<file path="src/rtl/micro_sequencer_pkg.sv">
// Shared definitions for the micro-sequencer: state encoding, opcodes,
// ALU function codes and the instruction-word layout.
package micro_sequencer_pkg;

  typedef enum logic [1:0] {
    ST_IDLE   = 2'd0,
    ST_FETCH  = 2'd1,
    ST_EXEC   = 2'd2,
    ST_HALTED = 2'd3
  } state_t;

  // Instruction word: opcode [9:6], operand [5:0]
  localparam int INSTR_W   = 10;
  localparam int OPCODE_W  = 4;
  localparam int TARGET_W  = 6;
  localparam int OPERAND_W = 5;

  localparam logic [OPCODE_W-1:0] OP_NOP  = 4'b0000;
  localparam logic [OPCODE_W-1:0] OP_LDA  = 4'b0001;
  localparam logic [OPCODE_W-1:0] OP_ADD  = 4'b0010;
  localparam logic [OPCODE_W-1:0] OP_SUB  = 4'b0011;
  localparam logic [OPCODE_W-1:0] OP_NAND = 4'b0100;
  localparam logic [OPCODE_W-1:0] OP_OUT  = 4'b0101;
  localparam logic [OPCODE_W-1:0] OP_JMP  = 4'b0110;
  localparam logic [OPCODE_W-1:0] OP_JZ   = 4'b0111;
  localparam logic [OPCODE_W-1:0] OP_JC   = 4'b1000;
  localparam logic [OPCODE_W-1:0] OP_HALT = 4'b1111;

  localparam logic [2:0] ALU_PASS_A = 3'b000;
  localparam logic [2:0] ALU_SUB    = 3'b001;
  localparam logic [2:0] ALU_PASS_B = 3'b010;
  localparam logic [2:0] ALU_ADD    = 3'b011;
  localparam logic [2:0] ALU_NAND   = 3'b100;

  // ALU function used by an accumulator-writing opcode; pass-A otherwise
  function automatic logic [2:0] alu_code(input logic [OPCODE_W-1:0] op);
    case (op)
      OP_LDA:  return ALU_PASS_B;
      OP_ADD:  return ALU_ADD;
      OP_SUB:  return ALU_SUB;
      OP_NAND: return ALU_NAND;
      default: return ALU_PASS_A;
    endcase
  endfunction

  // True for opcodes that load the accumulator from the ALU
  function automatic logic is_alu_op(input logic [OPCODE_W-1:0] op);
    return (op == OP_LDA) || (op == OP_ADD) || (op == OP_SUB) || (op == OP_NAND);
  endfunction

endpackage

</file>
<file path="src/rtl/micro_sequencer_seq_pc.sv">
// Program counter for the micro-sequencer: clear, load and increment.
// Clear wins over load, load wins over increment; increment wraps at 2^ADDR_W.
module seq_pc #(
  parameter int ADDR_W = 6
) (
  input  logic              clk,
  input  logic              reset,
  input  logic              clear,
  input  logic              inc,
  input  logic              load,
  input  logic [ADDR_W-1:0] load_val,
  output logic [ADDR_W-1:0] pc
);

  // PC register with asynchronous reset and prioritised update
  always_ff @(posedge clk or posedge reset) begin
    if (reset) begin
      pc <= '0;
    end else if (clear) begin
      pc <= '0;
    end else if (load) begin
      pc <= load_val;
    end else if (inc) begin
      pc <= pc + ADDR_W'(1);
    end
  end

endmodule

</file>
<file path="src/rtl/micro_sequencer.sv">
// Two-cycle micro-sequencer: FETCH latches the instruction and bumps the PC,
// EXEC decodes it into ALU/bus enables, conditional jumps or HALT.
// All control outputs are decoded combinationally from state and IR, so an
// asynchronous reset silences them immediately.
module micro_sequencer
  import micro_sequencer_pkg::*;
#(
  parameter int ADDR_W = 6
) (
  input  logic              clk,
  input  logic              reset,
  input  logic              start,
  output logic [ADDR_W-1:0] prog_addr,
  input  logic [9:0]        prog_data,
  input  logic              c_flag,
  input  logic              ze_flag,
  output logic [2:0]        alu_f,
  output logic              en_db,
  output logic              en_r,
  output logic              en_ff,
  output logic [4:0]        operand,
  output logic              busy,
  output logic              halted,
  output logic              out_strobe
);

  state_t                state;
  state_t                state_next;
  logic [INSTR_W-1:0]    ir;
  logic [OPCODE_W-1:0]   opcode;
  logic [TARGET_W-1:0]   target;
  logic                  zf;
  logic                  cf;
  logic                  pc_clear;
  logic                  pc_inc;
  logic                  pc_load;
  logic                  flags_clear;
  logic                  flags_load;
  logic [ADDR_W-1:0]     pc;

  assign opcode    = ir[9:6];
  assign target    = ir[5:0];
  assign prog_addr = pc;

  seq_pc #(
    .ADDR_W (ADDR_W)
  ) u_pc (
    .clk      (clk),
    .reset    (reset),
    .clear    (pc_clear),
    .inc      (pc_inc),
    .load     (pc_load),
    .load_val (ADDR_W'(target)),
    .pc       (pc)
  );

  // State register
  always_ff @(posedge clk or posedge reset) begin
    if (reset) begin
      state <= ST_IDLE;
    end else begin
      state <= state_next;
    end
  end

  // Instruction register, captured from the ROM during FETCH
  always_ff @(posedge clk or posedge reset) begin
    if (reset) begin
      ir <= '0;
    end else if (state == ST_FETCH) begin
      ir <= prog_data;
    end
  end

  // Latched ALU flags: cleared on (re)start, updated by accumulator ops
  always_ff @(posedge clk or posedge reset) begin
    if (reset) begin
      zf <= 1'b0;
      cf <= 1'b0;
    end else if (flags_clear) begin
      zf <= 1'b0;
      cf <= 1'b0;
    end else if (flags_load) begin
      zf <= ze_flag;
      cf <= c_flag;
    end
  end

  // Next-state, PC control and instruction decode
  always_comb begin
    state_next  = state;
    pc_clear    = 1'b0;
    pc_inc      = 1'b0;
    pc_load     = 1'b0;
    flags_clear = 1'b0;
    flags_load  = 1'b0;
    alu_f       = ALU_PASS_A;
    en_db       = 1'b0;
    en_r        = 1'b0;
    en_ff       = 1'b0;
    operand     = '0;
    out_strobe  = 1'b0;
    busy        = 1'b0;
    halted      = 1'b0;

    case (state)
      ST_IDLE, ST_HALTED: begin
        halted = (state == ST_HALTED);
        if (start) begin
          state_next  = ST_FETCH;
          pc_clear    = 1'b1;
          flags_clear = 1'b1;
        end
      end

      ST_FETCH: begin
        busy       = 1'b1;
        pc_inc     = 1'b1;
        state_next = ST_EXEC;
      end

      ST_EXEC: begin
        busy       = 1'b1;
        state_next = ST_FETCH;
        if (is_alu_op(opcode)) begin
          alu_f      = alu_code(opcode);
          en_db      = 1'b1;
          en_ff      = 1'b1;
          operand    = ir[OPERAND_W-1:0];
          flags_load = 1'b1;
        end else begin
          case (opcode)
            OP_OUT: begin
              en_r       = 1'b1;
              out_strobe = 1'b1;
            end
            OP_JMP:  pc_load = 1'b1;
            OP_JZ:   pc_load = zf;
            OP_JC:   pc_load = cf;
            OP_HALT: state_next = ST_HALTED;
            default: ;
          endcase
        end
      end

      default: state_next = ST_IDLE;
    endcase
  end

endmodule

</file>
<file path="config.mk">
export PLATFORM = sky130hd
export DESIGN_NAME = micro_sequencer
export DESIGN_NICKNAME = d
export VERILOG_FILES = /design/src/rtl/micro_sequencer_pkg.sv /design/src/rtl/micro_sequencer_seq_pc.sv /design/src/rtl/micro_sequencer.sv
export SDC_FILE = /design/constraint.sdc
export NUM_CORES = 1
export LEC_CHECK = 0
export CORE_MARGIN = 4
export CORE_UTILIZATION = 26
export CTS_CLUSTER_DIAMETER = 80
export DETAILED_ROUTE_END_ITERATION = 16
export PLACE_DENSITY_LB_ADDON = 0.12
export SYNTH_ARGS = -nofsm -noshare
export SYNTH_HDL_FRONTEND = slang
export SYNTH_SLANG_ARGS = --single-unit
</file>
<file path="constraint.sdc">
create_clock -name clk -period 4.1 [get_ports clk]
set_input_delay 0.41 -clock clk [delete_from_list [all_inputs] [get_ports clk]]
set_output_delay 0.41 -clock clk [all_outputs]
set_load 0.1 [all_outputs]
</file>
=== Word-level counts from Yosys, hierarchy flattened ===
Index checks and enable logic that the tools add are counted.

* Latch bits: 0
* Bits in writable memories: 0
* Flip-flop bits (word level): 20
* Word-level logic and storage cells: 56
* ROM bits: 0
* Output and inout bits: 20
* Memories: 0
* Input bits: 15

* $add $sub $neg: 1
* Multipliers: 0
* Divide/modulo/power cells: 0
* Reduce and logical (&&, ||, !) cells: 8
* Order comparisons: 0
* Shift-type cells: 0
* Equality and inequality tests: 13
* Bitwise gates (word level): 0
* Mux-type cells: 29

{| class="wikitable"
|+ Operators by type and width
! kind !! number
|-
| 2-to-1 mux 6 bit || 3
|-
| == test 4 x 3 -> 1 bit, second input constant || 4
|-
| 2-to-1 mux 1 bit || 16
|-
| case mux 3 bit (4 select lines) || 1
|-
| 2-to-1 mux 5 bit || 2
|-
| == test 4 x 2 -> 1 bit, second input constant || 2
|-
| == test 4 bit, second input constant || 2
|-
| adder 6 x 1 -> 6 bit, second input constant || 1
|-
| 2-to-1 mux 2 bit || 3
|-
| 2-to-1 mux 3 bit || 2
|-
| case mux 2 bit (3 select lines) || 1
|-
| == test 2 bit, second input constant || 2
|-
| == test 4 x 1 -> 1 bit, second input constant || 1
|-
| OR reduction 2 bit || 2
|-
| logical OR 1 bit || 3
|-
| case mux 1 bit (3 select lines) || 1
|-
| nonzero test 3 bit || 1
|-
| == test 2 x 1 -> 1 bit, second input constant || 1
|-
| zero test 2 bit || 1
|-
| inequality test 2 bit, second input constant || 1
|-
| nonzero test 2 bit || 1
|}

=== Depth between registers and ports, before layout ===
Gate-level depths: netlist (run 1).

* Depth in word-level cells: 8
* Gate-level depth with buffers: 7
* Gate-level depth less buffers: 6

=== By module ===
Synthesis (run 1) repeated with hierarchy kept, for this count alone.

* Cells, all modules: 108
* Area total of the unflattened synthesis: 1,141.1 µm²

{| class="wikitable"
|+ By module, submodules not included
! module !! area each (µm²) !! sequential area each (µm²) !! instances !! cells an instance
|-
| micro_sequencer || 814.5 || 350.3 || 1 || 73
|-
| seq_pc || 326.6 || 150.1 || 1 || 35
|}

=== Worst setup path after synthesis (run 1) ===
OpenSTA, ideal clock, no wires.

* Path type: register -> output
* From: register state[0]
* To: output port out_strobe
* Setup slack: -0.933 ns
* Arrival: 4.623 ns
* Data required time: 3.690 ns
* Path buffers: 1
* Stages on the path, launching flop included: 6
* Path through: dfrtp_1 inv_1 ha_1 nand2b_1 nor4b_1 buf_4

* Longest elaborated chain between the ends: 2

{| class="wikitable"
|+ RTL lines
! element !! line !! source
|-
| start: declaration || micro_sequencer.sv:27 || <nowiki>state_t state;</nowiki>
|-
| start signal: assignment || micro_sequencer.sv:62 || <nowiki>state <= state_next;</nowiki>
|-
| == test 2 bit || - ||
|-
| 2-to-1 mux 1 bit || - ||
|-
| end: declaration || micro_sequencer.sv:24 || <nowiki>output logic out_strobe</nowiki>
|}

No other way between the ends.

=== Worst setup path in the final report (run 1) ===
* From: register state[0]
* To: output port out_strobe

* Longest elaborated chain between the ends: 2

{| class="wikitable"
|+ RTL lines
! element !! line !! source
|-
| == test 2 bit || micro_sequencer.sv:106 || <nowiki>case (state)</nowiki>
|-
| 2-to-1 mux 1 bit || micro_sequencer.sv:106 ||
|}

No other way between the ends.

==> results of run 1 <==
## where the power goes
part	switching, mW	internal (mW)
clock network	0.0633	0.0854
registers	0.0959	0.287
logic	0.506	0.250
total	0.665	0.622
## sequential cells by signal, indices dropped and copies added (netlist names)
register / count
ir: 10
u_pc.pc: 6
state: 2
cf: 1
zf: 1
## synth_stat cells, types with 2 or more instances
cell,count,share of area [%]
o21ai_0,2,0.89
nand2_1,4,1.3
ha_1,4,4.4
xor2_1,3,2.3
mux2i_1,3,2.7
nor2_1,10,3.3
buf_6,3,3.0
xnor2_1,3,2.3
nand2b_1,2,1.1
dfrtp_1,20,44
nand4_1,2,1.1
clkbuf_1,3,1.0
buf_4,2,1.3
a211oi_2,6,6.7
mux2_2,9,9.0
inv_1,5,1.7
nor3_1,2,0.89
and2_1,6,3.3
## stage by stage
stage / setup WS (ns) / utilization, % / power (mW) / area (um^2) / cells
global placement: 1.437 / 35.64 / 1.146 / 1456 / 178
CTS: 1.048 / 36.99 / 1.306 / 1511 / 182
global route: 0.9514 / 36.99 / 1.367 / 1511 / 182
finish: 1.080 / 36.99 / 1.287 / 1511 / 182
detailed placement: 1.359 / 35.64 / 1.154 / 1456 / 178
floorplan: 0.08654 / - / 1.011 / 1135 / 103
## worst max path at each step
stage	endpoint	slack, ns	cells past startpoint
floorplan	alu_f[2]	0.09	4
global placement	out_strobe	1.44	5
detailed placement	out_strobe	1.36	5
CTS	out_strobe	1.05	5
global route	out_strobe	0.95	5
finish	out_strobe	1.08	5
## critical path: stages (launching register included)
cell	delay [ns]
dfrtp_1	0.42
inv_1	0.07
ha_1	0.20
nand2b_1	0.17
nor4b_2	0.30
clkdlybuf4s50_1	1.19
## cell type report
cell class / instances / area (um^2) / share of cell area [%]
clock buffer: 4 / 55.05 / 3.642
inverter: 5 / 18.77 / 1.242
multi-input combinational: 69 / 551.8 / 36.51
sequential: 20 / 500.5 / 33.11
tap: 50 / 62.56 / 4.139
timing repair buffer: 34 / 322.8 / 21.36
## layout by cell type, fill, tap and decap left out, drive strengths merged, types with 2 or more instances in the layout
cell type       n
a211oi          6
and2            6
buf             7
clkbuf          4
clkdlybuf4s50  27
dfrtp          20
ha              4
inv             5
mux2            9
mux2i           3
nand2           4
nand2b          2
nand4           2
nor2           10
nor3            3
o21ai           2
xnor2           3
xor2            3
## logic make-up after synthesis
logic type / count (synthesis)
AO/OA/AOI/OAI: 12
XOR/XNOR: 6
adder cells (fa/ha/maj): 4
buffers and inverters: 14
flip-flops: 20
multiplexers: 12
AND/OR/NAND/NOR: 35
## routing by layer
layer	global-route usage, %	part of all wire (%)	up-vias
met4	3.622	1.1	0
li1	-	-	406
met5	0	0	-
met1	11.86	43	400
met3	1.915	6.5	4
met2	16.83	50	25
==> results_dict.tcl, run 1 <==
set metrics [dict create \
    clock_latency_ns 0.26 \
    place.detailed.hpwl_um 1818 \
    async_flop_share_pct 100.0 \
    chipHeight_um 73.89 \
    synth_mux_area_share_pct 11.64 \
    start_kind "flip-flop" \
    cp.arrival_ns 2.61 \
    reg2reg_from "state[1]" \
    postSynthNetCount 122 \
    hold-worst-slack_ns 0.5242 \
    synth_sequential_area_ratio_pct 44.35 \
    setup_viol_count_final 0 \
    drc_violation_total_after_the_first_tritonroute_iteration 8 \
    groute.usage.overall_pct 9.740 \
    mappedNetlistArea_mm2 0.001129 \
    run_status "completed" \
    global_route_wire_length_before_repair_um 4084 \
    postSynthCellCount 103 \
    synth_top_flop_cell "dfrtp_1" \
    synth.distinct_cells 32 \
    largest_family_of_logic_cells_by_synthesized_area "simple AND/OR/NAND/NOR gates" \
    gpl.final_weighted_congestion 0.7169 \
    whs_endpoint "ir[5]" \
    final_net_count 152 \
    wl_per_cell_um 13.44 \
    rr_endpoint "u_pc.pc[5]" \
    port_buffers 34 \
    timing_hold_violations_final 0 \
    drt-total-wl_um 2446 \
    grt_setup_unrepaired "false" \
    tritoncts "yes" \
    fp.dieArea_mm2 0.005459 \
    antenna_found_initial 0 \
    start_util_pct 27.62 \
    global_route_overflow 0 \
    die_width_um 73.89 \
    relSlewSlack_pct 34.93 \
    critical_path_required_time_ns 3.69 \
    timing.critical_path.to_type "primary output" \
    clock-skew-final_ns 0.003828 \
    detailedRoute.firstPassIterationCount 4 \
    final_max_slew_viol_count 0 \
    cts.hold.buffers_added 0 \
    rows 23 \
    clkSinkCount 20 \
    post_cts_resized 0 \
    synth_xor_xnor_area_share_pct 4.656 \
    tns_ns 0 \
    clk_slew_on_worst_s_h_paths_ns 0.07 \
    routed_via_count_divided_by_cell_count 4.588 \
    post_synth_fa_ha_maj_area_fraction_pct 4.435 \
    power_density_mw_per_mm2 851.8 \
    final_antenna_net_count 0 \
    htree_levels 1 \
    top_achievable_clock_speed_ghz 0.3312 \
    worst_hold_startpoint "ir[5]" \
    synth_warnings 0 \
    critical_path_class "reg2out" \
    numCtsBuffers 3 \
    post_synth_edffs 0 \
    clock_tree.root_cell "clkbuf_8" \
    synth_simple_gate_area_share_pct 17.63 \
    io_pins 35 \
    core_mm2 0.004086 \
    reg2regPathDepth 6 \
    areaGrowthSynthToFinish_pct 33.92 \
    filler_cell_count 426 \
    r2r_setup_slack_ns 2.05 \
    count_of_maximum_capacitance_violations 0 \
    power.static_leakage_nw 0.6219 \
    timing.final.crit_period_ns 3.020 \
    cts_max_path_buffers 2 \
    post_synth.cell_area_avg_um2 10.96 \
    cp-startpoint "state[0]" \
    final_layout_size_suffix_gt1_share_pct 22.73 \
    class_of_the_tightest_hold_or_removal_check "reg2reg" \
    vdd.ir_drop.worst_v 0.0002455 \
    max_slew.worst_pin.slew_ns 0.9730 \
    post-cts-setup-buffers 0 \
    num_vias 835 \
    drcViolationCount 0 \
    synth_seq_cells 20 \
    number_of_global_route_vias_before_repair 887 \
    timing.hold.worst_path_depth 1 \
    final.period_utilization_pct 73.65 \
    grt_start_max_net_pins 21 \
    synth-compound-area-share_pct 9.978 \
    cp_max_fo 5 \
    antenna_cells 0 \
]
Note: power is estimated with default switching activity, not from simulation.
==> inputs of run 2 (changes only) <==
- clock period: 4.1 -> 2.9 ns (I/O delays scaled with it)
==> results_dict.tcl, run 2 (synthesized netlist as in run 1, its figures left out) <==
set metrics [dict create \
    tritoncts "yes" \
    cp-startpoint "state[0]" \
    reg2reg_from "ir[7]" \
    groute.usage.overall_pct 9.898 \
    cp.arrival_ns 1.96 \
    detailedRoute.firstPassIterationCount 4 \
    routed_via_count_divided_by_cell_count 4.621 \
    timing.final.crit_period_ns 2.248 \
    class_of_the_tightest_hold_or_removal_check "in2async" \
    place.detailed.hpwl_um 1873 \
    largestRegisters "ir (10), u_pc.pc (6), state (2)" \
    met3_length_um 101 \
    port_buffers 34 \
    number_of_global_route_vias_before_repair 833 \
    clkSinkCount 20 \
    placed_cells 179 \
    antenna_cells 0 \
    critical_path_class "reg2out" \
    htree_levels 1 \
    start_util_pct 27.62 \
    global_route_wire_length_before_repair_um 4236 \
    top_achievable_clock_speed_ghz 0.4449 \
    routedLengthMet1_um 1265 \
    timing.critical_path.to "operand[3]" \
    die_width_um 73.89 \
    drt-total-wl_um 2521 \
    critical_path_depth 6 \
    antenna_found_initial 0 \
    timing.critical_path.to_type "primary output" \
    global_route_overflow 0 \
    wl_per_cell_um 13.85 \
    clk_slew_on_worst_s_h_paths_ns 0.07 \
    power.static_leakage_nw 0.6438 \
    timing_hold_violations_final 0 \
    drc_violation_total_after_the_first_tritonroute_iteration 38 \
    cp_cell_sequence "inv_1 > ha_1 > nand2b_1 > nor3_4 > and2_1 > buf_4" \
    numCtsBuffers 3 \
    drcViolationCount 0 \
    cts.hold.buffers_added 0 \
    cts_max_path_buffers 2 \
    slowest_delay_ns 0.42 \
    rr_endpoint "u_pc.pc[2]" \
    slowest_cell_on_the_critical_path "dfrtp_1" \
    fp.dieArea_mm2 0.005459 \
    final_net_count 153 \
    num_vias 841 \
    io_pins 35 \
    final_cell_mix "buf_4 (21), dfrtp_1 (20), clkdlybuf4s50_1 (14), nor2_1 (10), mux2_2 (9)" \
    reg2regPathDepth 4 \
    count_of_maximum_capacitance_violations 0 \
    clock_latency_ns 0.25 \
    top_reg_by_flops "ir" \
    critical_path.n_buffers_inverters 2 \
    run_status "completed" \
    layout.cells.most_common "buf_4" \
    power_density_mw_per_mm2 1215 \
    final_layout_size_suffix_gt1_share_pct 33.33 \
    start_kind "flip-flop" \
    wl_met2_um 1144 \
    finalCoreUtilization_pct 36.34 \
    final.period_utilization_pct 77.50 \
    rows 23 \
    critical-path-top-delay-family "simple AND/OR/NAND/NOR gates" \
    clock_tree.root_cell "clkbuf_8" \
    vdd.ir_drop.worst_v 0.0003902 \
    max_slew.worst_pin.slew_ns 0.7770 \
    areaGrowthSynthToFinish_pct 31.60 \
    clock-skew-final_ns 0.003481 \
    final_antenna_net_count 0 \
    gpl.final_weighted_congestion 0.6784 \
    r2r_setup_slack_ns 1.01 \
    final_max_slew_viol_count 0 \
    setup_viol_count_final 0 \
    grt_setup_unrepaired "false" \
    post-cts-setup-buffers 0 \
    relSlewSlack_pct 48.15 \
    cp_max_fo 9 \
    critical_path_required_time_ns 2.61 \
    post_cts_resized 0 \
    grt_start_max_net_pins 21 \
    core_mm2 0.004086 \
    topRoutingLayerUsed "met4" \
    instances_no_fill 182 \
    largest_register_ffs 10 \
    chipHeight_um 73.89 \
]
## run 2: power by group
part,switching [mW],internal [mW]
Combinational,0.730,0.346
Clock,0.0862,0.0922
Sequential,0.146,0.405
Total,0.962,0.843
## run 2: cell type report
cell class | instances | area (um^2)
Tap cell | 50 | 62.56
Clock buffer | 3 | 41.29
Timing Repair Buffer | 35 | 297.8
Sequential cell | 20 | 500.5
Multi-Input combinational cell | 69 | 564.3
Fill cell | 425 | 2601
Inverter | 5 | 18.77
## run 2: per-layer routing
layer	up-vias	track usage (%)
met5	-	0
met1	409	14.50
met2	20	14.86
met3	2	1.915
met4	0	2.414
li1	410	-
## run 2: through the flow
step                total power [mW]  TNS, ns  area [um^2]  hold WS, ns  setup WS, ns
global placement               1.621        0         1444       0.4977        0.9478
detailed placement             1.640        0         1444       0.5027        0.9230
CTS                            1.826        0         1485       0.5214        0.6226
global route                   1.928        0         1485       0.5511        0.4764
floorplan                      1.440   -1.201         1147       0.2538       -0.4767
finish                         1.805        0         1485       0.4763        0.6524
## run 2: worst min-delay path by stage
| stage | startpoint | to | slack [ns] | depth (start not counted) |
|---|---|---|---|---|
| 5_1_grt | reset | zf | 0.55 | 2 |
| 6_report | reset | zf | 0.48 | 2 |
| 2_1_floorplan | reset | cf | 0.25 | 1 |
| 3_3_place_gp | ir[5] | ir[5] | 0.50 | 1 |
| 4_1_cts | reset | zf | 0.52 | 2 |
| 3_5_place_dp | ir[5] | ir[5] | 0.50 | 1 |
## run 2: worst reg2reg max path, stage by stage, from the launching register on
cell,delay (ns)
dfrtp_1,0.50
or4b_1,0.54
o22a_1,0.40
nor2_1,0.24
a211oi_2,0.06
==> inputs of run 3 (changes only) <==
- clock period: 2.9 -> 2.3 ns (I/O delays scaled with it)
==> results_dict.tcl, run 3 (synthesized netlist as in run 1, its figures left out) <==
set metrics [dict create \
    top_achievable_clock_speed_ghz 0.4939 \
    pre_cts_slack_ns 0.4484 \
    antenna_found_initial 0 \
    relSlewSlack_pct 46.99 \
    clkSinkCount 20 \
    finalWorstSetupSlack_ns 0.2751 \
    num_vias 859 \
    reg2reg_from "ir[7]" \
    rows 23 \
    timing.final.crit_period_ns 2.025 \
    max_slew.worst_pin.slew_ns 0.7942 \
    largestRegisters "ir (10), u_pc.pc (6), state (2)" \
    antenna_cells 0 \
    timing.critical_path.to_type "primary output" \
    start_kind "flip-flop" \
    number_of_global_route_vias_before_repair 868 \
    top_reg_by_flops "ir" \
    power_density_mw_per_mm2 1472 \
    cts_max_path_buffers 2 \
    io_pins 35 \
    numCtsBuffers 3 \
    class_of_the_tightest_hold_or_removal_check "in2async" \
    detailedRoute.firstPassIterationCount 4 \
    grt_setup_unrepaired "false" \
    grt_start_max_net_pins 21 \
    wl_per_cell_um 14.17 \
    global_route_overflow 0 \
    final_layout_size_suffix_gt1_share_pct 41.48 \
    start_util_pct 27.62 \
    cp.arrival_ns 1.79 \
    setup_viol_count_final 0 \
    drt-total-wl_um 2622 \
    r2r_setup_slack_ns 0.42 \
    final_cell_mix "dfrtp_1 (20), clkdlybuf4s50_1 (14), buf_12 (12), buf_4 (11), nor2_1 (10)" \
    power.static_leakage_nw 0.7205 \
    clock-skew-final_ns 0.004499 \
    final_max_slew_viol_count 0 \
    clock_latency_ns 0.26 \
    areaGrowthSynthToFinish_pct 52.99 \
    clock_tree.root_cell "clkbuf_8" \
    post_cts_resized 0 \
    critical_path_class "reg2out" \
    groute.usage.overall_pct 10.50 \
    largest_register_ffs 10 \
    reg2regPathDepth 4 \
    htree_levels 1 \
    die_width_um 73.89 \
    tns_ns 0 \
    timing_hold_violations_final 0 \
    place.detailed.hpwl_um 1981 \
    drcViolationCount 0 \
    critical-path-top-delay-family "buffers and inverters" \
    post-cts-setup-buffers 0 \
    critical_path_required_time_ns 2.07 \
    fp.dieArea_mm2 0.005459 \
    drc_violation_total_after_the_first_tritonroute_iteration 22 \
    critical_path.n_buffers_inverters 3 \
    count_of_maximum_capacitance_violations 0 \
    slowest_delay_ns 0.42 \
    cts.hold.buffers_added 0 \
    core_mm2 0.004086 \
    routed_via_count_divided_by_cell_count 4.643 \
    cp_max_fo 6 \
    finalPower_mw 2.541 \
    slowest_cell_on_the_critical_path "dfrtp_1" \
    tritoncts "yes" \
    port_buffers 34 \
    vdd.ir_drop.worst_v 0.0004246 \
    final.period_utilization_pct 88.04 \
    final_antenna_net_count 0 \
    gpl.final_weighted_congestion 0.7250 \
    clk_slew_on_worst_s_h_paths_ns 0.08 \
    global_route_wire_length_before_repair_um 4347 \
    finalCoreUtilization_pct 42.25 \
    rr_endpoint "u_pc.pc[4]" \
    final_net_count 155 \
    run_status "completed" \
    layout.cells.most_common "dfrtp_1" \
    chipHeight_um 73.89 \
    cp_cell_sequence "inv_1 > ha_2 > nand2b_4 > nor3_4 > buf_4 > buf_12" \
]
## run 3: power by group
group,switching (mW),total [mW],internal [mW]
Clock,0.117,0.349,0.232
Combinational,0.954,1.49,0.531
Sequential,0.196,0.707,0.511
## run 3: worst register-to-register path, cell delays in order, from the launching register on
cell and delay (ns):
dfrtp_1 0.52, or4b_1 0.55, o22a_1 0.40, nor2_1 0.21, a211oi_2 0.06
## run 3: worst max path at each step
stage / startpoint / cells after the start / endpoint / slack (ns)
CTS: state[0] / 6 / en_db / 0.24
global placement: ir[7] / 4 / u_pc.pc[4] / 0.48
finish: state[0] / 6 / en_db / 0.28
detailed placement: ir[7] / 4 / u_pc.pc[4] / 0.45
floorplan: state[0] / 5 / out_strobe / -0.23
global route: state[0] / 6 / en_db / 0.17
## run 3: metal layers
| metal | track usage (%) | vias to the layer above | part of all wire [%] |
|---|---|---|---|
| li1 | - | 415 | - |
| met1 | 14.03 | 419 | 45 |
| met2 | 15.85 | 21 | 47 |
| met3 | 3.830 | 4 | 5.9 |
| met4 | 3.018 | 0 | 1.5 |
| met5 | 0 | - | 0 |
## run 3: layout make-up
type	count	area (um^2)
Clock buffer	3	41.29
Clock inverter	1	30.03
Fill cell	392	2360
Inverter	5	18.77
Multi-Input combinational cell	69	610.6
Sequential cell	20	500.5
Tap cell	50	62.56
Timing Repair Buffer	37	462.9
## run 3: through the flow
step,hold slack [ns],instance area [um^2],std cells
after floorplan,0.1938,1194,103
after global placement,0.5106,1655,181
after detailed placement,0.5186,1655,181
after CTS,0.4474,1727,185
after global routing,0.4860,1727,185
final,0.4135,1727,185
